$ cat config.mk
export PLATFORM = sky130hd
export DESIGN_NAME = lsu_ctrl
export DESIGN_NICKNAME = d
export VERILOG_FILES = /design/src/rtl/lsu_pkg.sv /design/src/rtl/lsu_lane_align.sv /design/src/rtl/lsu_ctrl.sv
export SDC_FILE = /design/constraint.sdc
export NUM_CORES = 1
export LEC_CHECK = 0
export ABC_CLOCK_PERIOD_IN_PS = 4700
export CAP_MARGIN = 40
export CORE_MARGIN = 2
export CORE_UTILIZATION = 45
export CTS_CLUSTER_SIZE = 14
export DETAILED_ROUTE_END_ITERATION = 7
export PLACE_DENSITY = 0.84
export SETUP_SLACK_MARGIN = 0.1
export SYNTH_ARGS = -nofsm -noshare
export SYNTH_HDL_FRONTEND = slang
export SYNTH_HIERARCHICAL = 1
export SYNTH_SLANG_ARGS = --single-unit
$ cat constraint.sdc
create_clock -name clk -period 4.7 [get_ports clk]
set_clock_uncertainty 0.05 [all_clocks]
set_input_delay 0.94 -clock clk [delete_from_list [all_inputs] [get_ports clk]]
set_output_delay 0.94 -clock clk [all_outputs]
set_load 0.02 [all_outputs]
$ cat src/rtl/lsu_pkg.sv
// Shared load/store encodings: one-hot access size and the controller state type.
package lsu_pkg;

    // The extension stage decodes mem_len with these same values.
    localparam logic [2:0] LEN_W = 3'b100;
    localparam logic [2:0] LEN_H = 3'b010;
    localparam logic [2:0] LEN_B = 3'b001;

    typedef enum logic [1:0] {
        IDLE,
        WAIT,
        RESP
    } lsu_state_e;

endpackage

$ cat src/rtl/lsu_lane_align.sv
// Combinational lane logic: size decode, alignment check, byte enables,
// store replication and load shift.
module lsu_lane_align
    import lsu_pkg::*;
(
    input  logic [2:0]  mem_len,
    input  logic [1:0]  offset,
    input  logic [31:0] wdata,
    input  logic [31:0] mem_rdata,
    output logic        illegal,
    output logic        misaligned,
    output logic [3:0]  be,
    output logic [31:0] wdata_rep,
    output logic [31:0] rdata_shift
);

    logic is_w, is_h, is_b;

    // Multi-hot sizes resolve as word > half > byte.
    assign is_w = |(mem_len & LEN_W);
    assign is_h = ~is_w & |(mem_len & LEN_H);
    assign is_b = ~is_w & ~is_h & |(mem_len & LEN_B);

    assign illegal    = ~(is_w | is_h | is_b);
    assign misaligned = (is_h & offset[0]) | (is_w & (offset != 2'b00));

    always_comb begin
        be        = 4'b0000;
        wdata_rep = 32'h0;
        if (is_w) begin
            be        = 4'b1111;
            wdata_rep = wdata;
        end else if (is_h) begin
            be        = 4'b0011 << {offset[1], 1'b0};
            wdata_rep = {2{wdata[15:0]}};
        end else if (is_b) begin
            be        = 4'b0001 << offset;
            wdata_rep = {4{wdata[7:0]}};
        end
    end

    // Word accesses are aligned, so a zero-filled shift covers every size.
    assign rdata_shift = mem_rdata >> {offset, 3'b000};

endmodule

$ cat src/rtl/lsu_ctrl.sv
// Load/store controller: one core request becomes one word-aligned bus
// transaction; the core is stalled until the response pulse.
module lsu_ctrl
    import lsu_pkg::*;
#(
    parameter int unsigned TIMEOUT = 16
) (
    input  logic        clk,
    input  logic        rst,
    input  logic        req_valid,
    input  logic        req_we,
    input  logic [31:0] req_addr,
    input  logic [31:0] req_wdata,
    input  logic [2:0]  mem_len,
    output logic        stall,
    output logic        done,
    output logic        err,
    output logic [31:0] rdata,
    output logic        dmem_req,
    output logic        dmem_we,
    output logic [31:0] dmem_addr,
    output logic [3:0]  dmem_be,
    output logic [31:0] dmem_wdata,
    input  logic        dmem_ack,
    input  logic [31:0] dmem_rdata
);

    localparam int unsigned CntW = (TIMEOUT > 1) ? $clog2(TIMEOUT) : 1;

    lsu_state_e      state_q;
    logic [CntW-1:0] wait_cnt_q;

    logic        illegal, misaligned;
    logic [3:0]  be;
    logic [31:0] wdata_rep, rdata_shift;
    logic        timed_out;

    lsu_lane_align u_lane_align (
        .mem_len     (mem_len),
        .offset      (req_addr[1:0]),
        .wdata       (req_wdata),
        .mem_rdata   (dmem_rdata),
        .illegal     (illegal),
        .misaligned  (misaligned),
        .be          (be),
        .wdata_rep   (wdata_rep),
        .rdata_shift (rdata_shift)
    );

    assign stall     = req_valid & ~done;
    assign timed_out = (TIMEOUT != 0) && (wait_cnt_q == CntW'(TIMEOUT - 1));

    always_ff @(posedge clk) begin
        if (rst) begin
            state_q    <= IDLE;
            wait_cnt_q <= '0;
            done       <= 1'b0;
            err        <= 1'b0;
            rdata      <= 32'h0;
            dmem_req   <= 1'b0;
            dmem_we    <= 1'b0;
            dmem_addr  <= 32'h0;
            dmem_be    <= 4'b0000;
            dmem_wdata <= 32'h0;
        end else begin
            unique case (state_q)
                IDLE: begin
                    done       <= 1'b0;
                    err        <= 1'b0;
                    wait_cnt_q <= '0;
                    if (req_valid) begin
                        if (illegal || misaligned) begin
                            state_q <= RESP;
                            done    <= 1'b1;
                            err     <= 1'b1;
                            rdata   <= 32'h0;
                        end else begin
                            state_q    <= WAIT;
                            dmem_req   <= 1'b1;
                            dmem_we    <= req_we;
                            dmem_addr  <= {req_addr[31:2], 2'b00};
                            dmem_be    <= be;
                            dmem_wdata <= wdata_rep;
                        end
                    end
                end
                WAIT: begin
                    // Ack takes priority over a timeout in the same cycle.
                    if (dmem_ack) begin
                        state_q  <= RESP;
                        dmem_req <= 1'b0;
                        done     <= 1'b1;
                        err      <= 1'b0;
                        rdata    <= dmem_we ? 32'h0 : rdata_shift;
                    end else if (timed_out) begin
                        state_q  <= RESP;
                        dmem_req <= 1'b0;
                        done     <= 1'b1;
                        err      <= 1'b1;
                        rdata    <= 32'h0;
                    end else begin
                        wait_cnt_q <= wait_cnt_q + CntW'(1);
                    end
                end
                RESP: begin
                    state_q <= IDLE;
                    done    <= 1'b0;
                    err     <= 1'b0;
                end
                default: state_q <= IDLE;
            endcase
        end
    end

endmodule
==> flow_metrics.py <==
metrics = {
    "global_route": {
        "met1_usage_pct": 29.80,
        "antenna_found_initial": 0,
        "grt_max_degree": 60,
        "grt_pass1_wl_mm": 24.16,
        "met2_usage_pct": 38.80,
        "top_usage_layer": "met2",
        "gr-total-overflow": 0,
        "grtUsageMet3_pct": 5.154,
        "grt_pass1_vias": 4908,
        "grt_usage_pct": 23.51,
    },
    "placement": {
        "place_hpwl_mm": 11.08,
        "gp_congestion": 0.8763,
        "io_buffer_count": 206,
        "post-place-ws_ns": 1.096,
    },
    "sta": {
        "finalCriticalPeriod_ns": 3.429,
        "drv_slew": 0,
        "hold_viol": 0,
        "rsz0062_at_grt": "no",
        "worst_pin_slew_ns": 0.7371,
        "period_share_pct": 72.96,
        "fmax_mhz": 291.6,
        "setup_viol": 0,
        "slew-limit-headroom_pct": 50.86,
        "setup_slack_ns": 1.271,
        "final.setup.tns_ns": 0,
        "hold-worst-slack_ns": 0.4019,
    },
    "routing": {
        "ant_nets": 0,
        "vias_per_cell": 5.122,
        "drt_iter0_drc": 332,
        "vias": 5178,
        "routed_wl_mm": 15.08,
        "route.detailed.drc": 0,
        "dr.pass1.iters": 4,
        "wl_per_cell_um": 14.91,
    },
    "critical_path": {
        "reg2reg_to": "dmem_addr[21]",
        "cp_slowest_cell": "clkdlybuf4s50_1",
        "cpPeakStageDelay_ns": 0.68,
        "crit_family": "buffers and inverters",
        "r2r-start": "state_q[0]",
        "end_kind": "output pin",
        "reg2reg_slack_ns": 2.46,
        "reg2reg_depth": 6,
        "cp_num_buf_inv": 2,
        "crit_arrival_ns": 2.44,
        "start_kind": "primary input",
        "crit_type": "in2out",
        "path_cells": "clkdlybuf4s50_1 > nor2b_1 > clkdlybuf4s50_1",
        "crit_top_cell": "clkdlybuf4s50_1",
        "cp_max_fo": 7,
        "critPathRequiredTime_ns": 3.71,
    },
    "floorplan": {
        "die_area_sq_um": 12900,
        "initial_core_util_pct": 45.56,
        "top_level_ports": 209,
        "dieWidth_um": 113.6,
        "die_h_um": 113.6,
        "rows": 40,
        "core-area_sq_um": 11860,
    },
    "clock_network": {
        "htree_levels": 3,
        "cts_hold_buf": 0,
        "cts_root_buf": "clkbuf_16",
        "cts_tree": "yes",
        "cts_max_path_buffers": 2,
        "postCtsSetupBuffers": 0,
        "cts_made_buffers": 9,
        "clock-sinks": 108,
        "cts_resized": 0,
        "clock_latency_ns": 0.35,
        "clk_pin_slew_ns": 0.07,
    },
    "yosys": {
        "seq_area_frac_synth_pct": 40.01,
        "synthTopCellsByArea": "dfxtp_1 (40%), nand2_1 (17%), mux2i_1 (8.9%)",
        "ys_warn_count": 6,
        "synth_flop_cell": "dfxtp_1",
        "synth-edff-count": 0,
        "synth_area_sq_um": 5404,
        "syn_area_per_cell_sq_um": 7.889,
        "synth_top_area_share_pct": 40.01,
        "synthArstFlopShare_pct": 0,
        "ys_seq_elements": 108,
        "synth_top_area_cell": "dfxtp_1",
        "synthCells": 685,
        "ys_types": 48,
    },
    "power_and_ir_drop": {
        "power_density_nw_per_um2": 292.6,
        "p_leak_nw": 2.931,
        "irDropWorstVdd_mv": 0.1904,
    },
    "layout": {
        "register_area_sq_um": 2162,
        "multi_input_area_sq_um": 2836,
        "final_common_cell": "nand2_1",
        "antenna_cells": 0,
        "fin_util_pct": 64.84,
        "final_cell_mix": "nand2_1 (246), clkdlybuf4s50_1 (205), dfxtp_1 (108)",
        "fillers": 1001,
        "syn2layout_area_growth_pct": 42.32,
        "drive_gt1_share_pct": 6.134,
        "nNetsFinal": 967,
    },
    "min_path": {
        "worstHoldStart": "dmem_addr[2]",
        "hold_depth": 2,
        "hold_end": "dmem_addr[2]",
        "hold_class": "reg2reg",
    },
    "run_status": {
        "status": "finished, final reports clean",
    },
    "flow_run": {
        "maxCapViolCount": 0,
    },
}
## worst register-to-register path: cells and delay by family (launching register included)
kind,cells,cell delay [ns]
simple gates,2,0.89
buf+inv,2,0.37
fa+ha+maj,1,0.37
flops,1,0.33
compound gates,1,0.13
## cells in the mapped netlist, drive strengths merged, types with 3 or more instances
master  number
o21ai       34
buf         39
clkbuf      16
nor2        12
nand3        3
or3          3
ha           4
a21oi       80
inv          6
nor2b       22
mux2i       48
nand2      248
and2         8
mux2         8
dfxtp      108
a211oi      14
nand2b       4
## cell families (layout without fill, tap and decap cells)
kind of cell | after synthesis | in the layout | share of synthesized area, %
adders and majority gates | 4 | 4 | 0.9262
other | 1 | 2 | 0.06939
and+or+nand+nor | 309 | 309 | 24.68
muxes | 56 | 56 | 10.56
buffers and inverters | 62 | 240 | 7.872
AOI/OAI and AO/OA | 145 | 145 | 15.88
DFF | 108 | 108 | 40.01
## sequential cells by signal, indices dropped and copies added (netlist names)
register    cells
dmem_addr      30
dmem_be         4
dmem_req        1
dmem_wdata     32
dmem_we         1
done            1
err             1
rdata          32
state_q         2
wait_cnt_q      4
## per-stage QoR
| step | cells | total power [mW] | area, sq um |
|---|---|---|---|
| after floorplan | 686 | 1.282 | 5408 |
| after global placement | 993 | 1.468 | 7346 |
| after detailed placement | 995 | 1.474 | 7376 |
| after CTS | 1011 | 2.269 | 7691 |
| after global routing | 1011 | 2.352 | 7691 |
| final | 1011 | 2.250 | 7691 |
## how the worst max path moves through the flow
stage	from	endpoint	slack, ns	cells after the start
finish	req_valid	stall	1.27	3
global route	req_valid	stall	1.24	3
CTS	req_valid	stall	1.28	3
detailed placement	mem_len[2]	dmem_addr[21]	1.10	8
global placement	mem_len[2]	dmem_addr[24]	1.18	8
floorplan	mem_len[1]	rdata[0]	2.18	7
## layout make-up
type,count,share of cell area (%)
repair buffers,217,28.18
clock inverters,7,1.171
clock buffers,9,2.928
inverters,7,0.3416
multi-input cells,516,36.88
flip-flops and latches,108,28.11
well taps,147,2.391
## metal layers
metal | routed length (um) | up-vias
met1 | 6428 | 2357
met2 | 7277 | 171
met5 | 0 | -
met4 | 464 | 0
met3 | 904 | 36
li1 | - | 2614
## power by group
group	switching, mW	internal (mW)
logic	0.250	0.234
registers	0.0212	0.952
clock network	0.365	0.429
total	0.636	1.61
Note: power is estimated with default switching activity, not from simulation.
